===== config.mk =====
export PLATFORM = sky130hd
export DESIGN_NAME = attn_rowmax_sched
export DESIGN_NICKNAME = d
export VERILOG_FILES = /design/src/rtl/attn_pkg.sv /design/src/rtl/attn_rowmax_sched.sv
export SDC_FILE = /design/constraint.sdc
export NUM_CORES = 1
export LEC_CHECK = 0
export CORE_MARGIN = 1
export CORE_UTILIZATION = 31
export DETAILED_ROUTE_END_ITERATION = 8
export HOLD_SLACK_MARGIN = 0.02
export PLACE_DENSITY = 0.66
export SLEW_MARGIN = 0
export SYNTH_ARGS = -nofsm -noshare
export SYNTH_HDL_FRONTEND = slang
export SYNTH_SLANG_ARGS = --single-unit
export TNS_END_PERCENT = 10

===== constraint.sdc =====
create_clock -name clk -period 2.5 [get_ports clk]
set_clock_uncertainty 0.2 [all_clocks]
set_input_delay 0.5 -clock clk [delete_from_list [all_inputs] [get_ports clk]]
set_output_delay 0.5 -clock clk [all_outputs]
set_load 0.01 [all_outputs]

===== src/rtl/attn_pkg.sv =====
// attn_pkg: shared types for the attention-score EPU sequencers.
package attn_pkg;
  typedef logic [31:0] fp32_t;
  typedef enum logic [2:0] {IDLE, ISSUE, WAIT, WRITE, DONE} rowmax_sched_st_e;
endpackage


===== src/rtl/attn_rowmax_sched.sv =====
// attn_rowmax_sched: streams score rows into fp32_row_max and stores each row max.
module attn_rowmax_sched
  import attn_pkg::*;
#(
  parameter int T = 4,
  parameter int ROWS = 4,
  parameter int TIMEOUT = 64,
  localparam int RW = $clog2(ROWS),
  localparam int CW = (T > 1) ? $clog2(T) : 1,
  localparam int NW = $clog2(ROWS + 1),
  localparam int TW = $clog2(TIMEOUT)
) (
  input  logic          clk,
  input  logic          rst,
  input  logic          start,
  input  logic          abort,
  input  logic [NW-1:0] cfg_rows,
  output logic          busy,
  output logic          done,
  output logic          err,
  output logic          sc_rd_en,
  output logic [RW-1:0] sc_rd_row,
  output logic [CW-1:0] sc_rd_col,
  input  fp32_t         sc_rd_data,
  output logic          rm_in_valid,
  output fp32_t         rm_in_fp32,
  output logic          rm_row_start,
  output logic          rm_row_last,
  input  logic          rm_max_valid,
  input  fp32_t         rm_max_fp32,
  output logic          mx_wr_en,
  output logic [RW-1:0] mx_wr_row,
  output fp32_t         mx_wr_data
);
  rowmax_sched_st_e r_st, w_nx;
  logic [NW-1:0] r_n, w_n;
  logic [RW-1:0] r_row;
  logic [CW-1:0] r_col;
  logic [TW-1:0] r_tmo;
  fp32_t r_max;
  logic r_err, r_in_valid, r_row_start, r_row_last;
  logic w_col_last, w_row_last, w_tmo_last;
  assign w_n = (cfg_rows > NW'(ROWS)) ? NW'(ROWS) : cfg_rows;
  assign w_col_last = r_col == CW'(T - 1);
  assign w_row_last = NW'(r_row) == r_n - NW'(1);
  assign w_tmo_last = r_tmo == TW'(TIMEOUT - 1);
  always_ff @(posedge clk or posedge rst)
    if (rst) r_st <= IDLE;
    else r_st <= w_nx;
  always_comb begin
    w_nx = r_st;
    case (r_st)
      IDLE:    w_nx = !start ? IDLE : (w_n == '0) ? DONE : ISSUE;
      ISSUE:   w_nx = w_col_last ? WAIT : ISSUE;
      WAIT:    w_nx = rm_max_valid ? WRITE : w_tmo_last ? DONE : WAIT;
      WRITE:   w_nx = w_row_last ? DONE : ISSUE;
      default: w_nx = IDLE;
    endcase
    if (abort && r_st != IDLE) w_nx = IDLE;
  end
  // The alignment stage is cleared on abort so no stray beat reaches the datapath.
  always_ff @(posedge clk or posedge rst)
    if (rst) begin
      r_n <= '0;
      r_row <= '0;
      r_col <= '0;
      r_tmo <= '0;
      r_max <= '0;
      r_err <= 1'b0;
      r_in_valid <= 1'b0;
      r_row_start <= 1'b0;
      r_row_last <= 1'b0;
    end else begin
      r_in_valid <= sc_rd_en && !abort;
      r_row_start <= sc_rd_en && !abort && r_col == '0;
      r_row_last <= sc_rd_en && !abort && w_col_last;
      r_tmo <= (r_st == WAIT) ? r_tmo + TW'(1) : '0;
      if (r_st == IDLE && start) begin
        r_n <= w_n;
        r_row <= '0;
        r_col <= '0;
        r_err <= 1'b0;
      end
      if (r_st == ISSUE) r_col <= w_col_last ? '0 : r_col + CW'(1);
      if (r_st == WAIT && rm_max_valid) r_max <= rm_max_fp32;
      if (r_st == WAIT && !rm_max_valid && w_tmo_last && !abort) r_err <= 1'b1;
      if (r_st == WRITE && !w_row_last && !abort) r_row <= r_row + RW'(1);
    end
  always_comb begin
    busy = r_st != IDLE;
    done = r_st == DONE;
    err = r_err;
    sc_rd_en = r_st == ISSUE;
    sc_rd_row = r_row;
    sc_rd_col = r_col;
    rm_in_valid = r_in_valid;
    rm_in_fp32 = sc_rd_data;
    rm_row_start = r_row_start;
    rm_row_last = r_row_last;
    mx_wr_en = r_st == WRITE;
    mx_wr_row = r_row;
    mx_wr_data = r_max;
  end
endmodule


==> flow_summary.json, run 1 <==
{
  "outcome": "complete, no violations",
  "wl_per_cell_um": 13.35,
  "min_to": "r_tmo[0]",
  "critical_path_class": "reg -> out",
  "hold_viol_final": 0,
  "grt_pass1_wl_mm": 7.859,
  "p_per_area_nw_per_um2": 993.8,
  "dp.cells": 363,
  "hold_class": "reg -> reg",
  "worst_pin_slew_ps": 558.5,
  "first_global_vias": 1609,
  "mappedNetlistArea_um2": 2638,
  "final_util": 0.4233,
  "holdPathStages": 1,
  "fmaxAchievable_mhz": 433.3,
  "regToRegStartpoint": "r_st[2]",
  "peakVddDrop_mv": 0.4020,
  "fillerInstances": 796,
  "grt_max_degree": 23,
  "avgViaCountPerCell": 4.337,
  "cts.sinks": 52,
  "grt-ovfl-total": 0,
  "dieHeight_um": 94.24,
  "syn-instance-count": 202,
  "cp_data_required_time_ps": 1800,
  "die-area_um2": 8881,
  "cts_buffers": 5,
  "num-nets-final": 341,
  "period_minus_slack_ps": 2308,
  "worstSetupStartpointType": "register",
  "power_leakage_nw": 1.534,
  "cp.arrival_ps": 1610,
  "pin_count": 150,
  "root_buffer": "clkbuf_8",
  "rsz0062_at_grt": "no",
  "finalSetupTns_ps": 0,
  "cts_buffer_depth": 2,
  "max_cap_viol_count": 0,
  "drtIter0Drc": 43,
  "rows": 33,
  "core_area_um2": 8217,
  "synth_warnings": 0,
  "vias": 1609,
  "h-tree-depth": 2,
  "clk_latency_ps": 300,
  "avgSynthCellArea_um2": 13.06,
  "drt-total-wl_mm": 4.954,
  "grt_antenna_before_repair": 0,
  "end_kind": "output port",
  "fin_crit_sh": 0.9231,
  "postCtsHoldBufs": 0,
  "die_x_um": 94.24,
  "layout_common_cells": "clkdlybuf4s50_1, dfrtp_1, mux2_4",
  "drive_gt1_frac": 0.2368,
  "dr.pass1.iters": 4,
  "n_antenna_cell": 0,
  "syn2layout_area_growth_pct": 31.88,
  "rr_endpoint": "mx_wr_data[24]",
  "clk_pin_slew_ps": 90,
  "drc": 0,
  "seq_area_um2": 1301,
  "grtUsageTotal": 0.1139,
  "cp_max_fo": 11,
  "cts_tree": "done",
  "final_common_cell": "clkdlybuf4s50_1",
  "setup_ws_ps": 192.3,
  "syn_nets": 278,
  "multi_input_area_um2": 945.9,
  "instances_no_fill": 371,
  "rrSetupSlack_ps": 390,
  "slew_headroom": 0.6218,
  "yosys.cell_types.count": 42,
  "crit_start": "r_st[2]",
  "ant_nets": 0,
  "slew_viol_final": 0,
  "holdCritStartpoint": "r_tmo[0]",
  "gp_congestion": 0.8116,
  "ys_ff_latch": 52,
  "synth-seq-area-share": 0.4934,
  "setup_violations": 0,
  "initial_core_util": 0.3210,
  "dp_hpwl_mm": 3.657,
  "r2r_cells": 5,
  "pre_cts_ws_ps": 215.3,
  "portBuffers": 85
}
## stage by stage
step,hold WS (ps),total power [mW],area (um2)
3_3_place_gp,270.0,2.906,3369
3_5_place_dp,284.8,2.926,3369
6_report,293.2,3.457,3478
4_1_cts,297.8,3.511,3478
2_1_floorplan,248.5,2.202,2638
5_1_grt,331.5,3.693,3478
## area by class of cell
| cell class | count | area share |
|---|---|---|
| sequential | 52 | 0.3741 |
| timing repair buffer | 97 | 0.2734 |
| multi-input combinational | 99 | 0.2719 |
| tap | 105 | 0.03777 |
| clock buffer | 6 | 0.02086 |
| clock inverter | 2 | 0.01115 |
| inverter | 10 | 0.01079 |
## synthesized netlist by cell type
cell type / n / area [um2]
ha_1: 4 / 50.05
or3b_2: 1 / 8.760
nand3b_1: 1 / 7.510
o311ai_1: 1 / 8.760
nand2b_1: 2 / 12.51
nand2_1: 5 / 18.77
o311ai_0: 1 / 8.760
o41ai_1: 1 / 8.760
mux2_2: 5 / 56.30
o21ai_0: 5 / 25.02
and2_4: 1 / 8.760
xnor2_1: 3 / 26.28
dfrtp_1: 52 / 1301
buf_4: 34 / 255.2
buf_6: 3 / 33.78
and2_1: 2 / 12.51
o21ai_1: 1 / 5.000
or3b_1: 1 / 8.760
or4b_1: 1 / 10.01
o31ai_1: 1 / 7.510
nand3_1: 3 / 15.01
mux2i_1: 1 / 10.01
buf_12: 3 / 60.06
a21o_2: 1 / 8.760
and2_2: 1 / 7.510
a211oi_1: 1 / 7.510
nor4_1: 1 / 6.260
mux2_4: 29 / 435.4
o2bb2ai_1: 1 / 8.760
or3_1: 2 / 12.51
a21o_1: 1 / 7.510
nor2_1: 10 / 37.54
a22o_2: 2 / 20.02
xor2_1: 3 / 26.28
clkbuf_1: 1 / 3.750
nor3_1: 2 / 10.01
nor3b_1: 1 / 7.510
a21oi_1: 1 / 5.000
nor2_8: 1 / 20.02
or3_2: 1 / 7.510
and2b_2: 1 / 8.760
inv_1: 10 / 37.54
## cell families after synthesis
| group | count (synthesis) | share of synthesized area |
|---|---|---|
| simple gates | 37 | 0.08350 |
| buf+inv | 51 | 0.1480 |
| mux | 35 | 0.1902 |
| xor+xnor | 6 | 0.01993 |
| fa+ha+maj | 4 | 0.01898 |
| flops | 52 | 0.4934 |
| compound gates | 17 | 0.04602 |
## power breakdown
group          internal, mW  switching (mW)  total (mW)
clock network         0.303           0.270       0.573
logic                  1.02           0.522        1.54
registers              1.15           0.188        1.34
total                  2.48           0.980        3.46
## how the worst max path moves through the flow
stage,cells past startpoint,slack (ps),endpoint
6_report,3,190,busy
5_1_grt,3,120,done
4_1_cts,3,170,busy
3_5_place_dp,4,220,sc_rd_col[0]
3_3_place_gp,4,230,sc_rd_col[0]
2_1_floorplan,1,540,err
## registers in the layout, indices dropped and copies added (netlist names)
name / count
mx_wr_data: 32
rm_row_last: 1
rm_in_valid: 1
r_tmo: 6
r_n: 3
rm_row_start: 1
r_st: 3
sc_rd_col: 2
mx_wr_row: 2
err: 1
## worst max-delay path: stages (launching register included)
cell and delay, ps:
dfrtp_1 380, buf_4 170, or3_2 470, dlygate4sd2_1 300
## per-layer routing
metal / vias to the layer above / routed length, um / track usage
met4: 0 / 63 / 0.03974
met2: 80 / 2141 / 0.1679
li1: 768 / - / -
met5: - / 0 / 0
met1: 746 / 2345 / 0.1580
met3: 15 / 404 / 0.03236
## repair_timing
action | 4_1_cts | 5_1_grt
endpoints found under the setup margin | 2 | 0
resized for setup | 2 | 0
setup buffers | 0 | 0
Note: power is estimated with default switching activity, not from simulation.
==> run 2, diff against run 1 <==
--- a/config.mk
+++ b/config.mk
@@ -7,8 +7,9 @@
 export LEC_CHECK = 0
 export CORE_MARGIN = 1
 export CORE_UTILIZATION = 31
+export CTS_BUF_LIST = sky130_fd_sc_hd__clkbuf_4 sky130_fd_sc_hd__clkbuf_8
 export DETAILED_ROUTE_END_ITERATION = 8
-export HOLD_SLACK_MARGIN = 0.02
+export HOLD_SLACK_MARGIN = 0.1
 export PLACE_DENSITY = 0.66
 export SLEW_MARGIN = 0
 export SYNTH_ARGS = -nofsm -noshare
==> run 2 against run 1 <==
Effect of this change: cell count unchanged; non-clock buffer count unchanged; power increased by 0.32%; sequential cell count unchanged; maximum frequency unchanged; clock-buffer cell count unchanged; hold slack unchanged; critical path depth unchanged; register-to-register slack about the same; global-route usage unchanged; highest routed layer unchanged.
==> flow_summary.json, run 2 (synthesis gave the netlist of run 1 again) <==
{
  "cts.sinks": 52,
  "n_antenna_cell": 0,
  "avgViaCountPerCell": 4.337,
  "outcome": "complete, no violations",
  "syn2layout_area_growth_pct": 32.02,
  "first_global_vias": 1609,
  "die-area_um2": 8881,
  "cts_buffer_depth": 2,
  "worst_pin_slew_ps": 558.5,
  "grt-ovfl-total": 0,
  "rsz0062_at_grt": "no",
  "final_util": 0.4238,
  "cp_max_fo": 11,
  "period_minus_slack_ps": 2308,
  "cts_tree": "done",
  "internal_power_mw": 2.487,
  "drt-total-wl_mm": 4.955,
  "pwr-share-comb": 0.445,
  "fillerInstances": 794,
  "fin_crit_sh": 0.9231,
  "dp.cells": 363,
  "power_leakage_nw": 1.538,
  "regToRegStartpoint": "r_st[2]",
  "finalSetupTns_ps": 0,
  "core_area_um2": 8217,
  "gp_congestion": 0.8116,
  "grt_pass1_wl_mm": 7.859,
  "clockPowerShare": 0.168,
  "rows": 33,
  "switching_power_mw": 0.9804,
  "h-tree-depth": 2,
  "slew_viol_final": 0,
  "hold_ws_ps": 293.2,
  "max_cap_viol_count": 0,
  "largest_reg_flops": 32,
  "end_kind": "output port",
  "final_common_cell": "clkdlybuf4s50_1",
  "pre_cts_ws_ps": 215.3,
  "initial_core_util": 0.3210,
  "dr.pass1.iters": 4,
  "crit_start": "r_st[2]",
  "p_per_area_nw_per_um2": 995.9,
  "vias": 1609,
  "multi_input_area_um2": 945.9,
  "postCtsHoldBufs": 0,
  "worstSetupStartpointType": "register",
  "clk_latency_ps": 300,
  "drive_gt1_frac": 0.2406,
  "crit_chain": "buf_4, or3_2, dlygate4sd2_1",
  "clk_pin_slew_ps": 90,
  "pin_count": 150,
  "hold_viol_final": 0,
  "grt_max_degree": 23,
  "peakVddDrop_mv": 0.4033,
  "post_cts_resized": 2,
  "slew_headroom": 0.6218,
  "cts_buffers": 5,
  "power_mw": 3.468,
  "instances_no_fill": 371,
  "die_x_um": 94.24,
  "seq_area_um2": 1301,
  "num-nets-final": 341,
  "root_buffer": "clkbuf_8",
  "critical_path_class": "reg -> out",
  "layout_common_cells": "clkdlybuf4s50_1, dfrtp_1, mux2_4",
  "drc": 0,
  "cp.arrival_ps": 1610,
  "setup_violations": 0,
  "slowest_stage": "or3_2",
  "hold_class": "reg -> reg",
  "holdCritStartpoint": "r_tmo[0]",
  "crit_path_max_incr_delay_ps": 470,
  "fin_area_um2": 3482,
  "placed_area_um2": 3369,
  "grtUsageTotal": 0.1139,
  "dp_hpwl_mm": 3.657,
  "switching_share": 0.2827,
  "wl_per_cell_um": 13.36,
  "setup_ws_ps": 192.3,
  "fmaxAchievable_mhz": 433.3,
  "portBuffers": 85,
  "cts_setup_buffers": 0,
  "cp_data_required_time_ps": 1800,
  "ant_nets": 0,
  "grt_antenna_before_repair": 0,
  "sequentialPowerShare": 0.387,
  "drtIter0Drc": 43,
  "dieHeight_um": 94.24
}
==> run 2: cell types whose count changed in the layout (fill, tap and decap cells not counted) <==
cell	before	now
clkbuf_1	1	0
clkbuf_4	0	1
==> run 2: power by group through the flow <==
stage               clock network (mW)  registers, mW  logic, mW
finish                           0.584           1.34       1.54
global route                     0.645           1.38       1.68
CTS                              0.611           1.34       1.57
detailed placement                   0           1.35       1.57
global placement                     0           1.35       1.55
floorplan                            0           1.47      0.731
==> run 2: layout make-up <==
class	count	area share
flip-flops and latches	52	0.3737
repair buffers	97	0.2731
multi-input cells	99	0.2716
well taps	105	0.03773
clock buffers	6	0.02192
clock inverters	2	0.01114
inverters	10	0.01078
==> run 2: layer usage <==
metal / vias to the layer above / share of wire / global-route usage
li1: 768 / - / -
met1: 746 / 0.47 / 0.1580
met2: 80 / 0.43 / 0.1679
met4: 0 / 0.013 / 0.03974
met3: 15 / 0.082 / 0.03236
met5: - / 0 / 0
==> run 2: final timing paths <==
check,to,slack [ps],cells after the start
worst max-delay path,busy,190,3
worst min-delay path,r_tmo[0],290,1
worst max register to register,mx_wr_data[24],390,5
worst min register to register,r_tmo[0],290,1
max in group asynchronous,mx_wr_row[1],1190,3
min in group asynchronous,r_tmo[3],320,2
==> run 2: critical path: cells and delay by family (launching register included) <==
| kind | cells | cell delay (ps) |
|---|---|---|
| flops | 1 | 380 |
| buf+inv | 2 | 470 |
| simple gates | 1 | 470 |
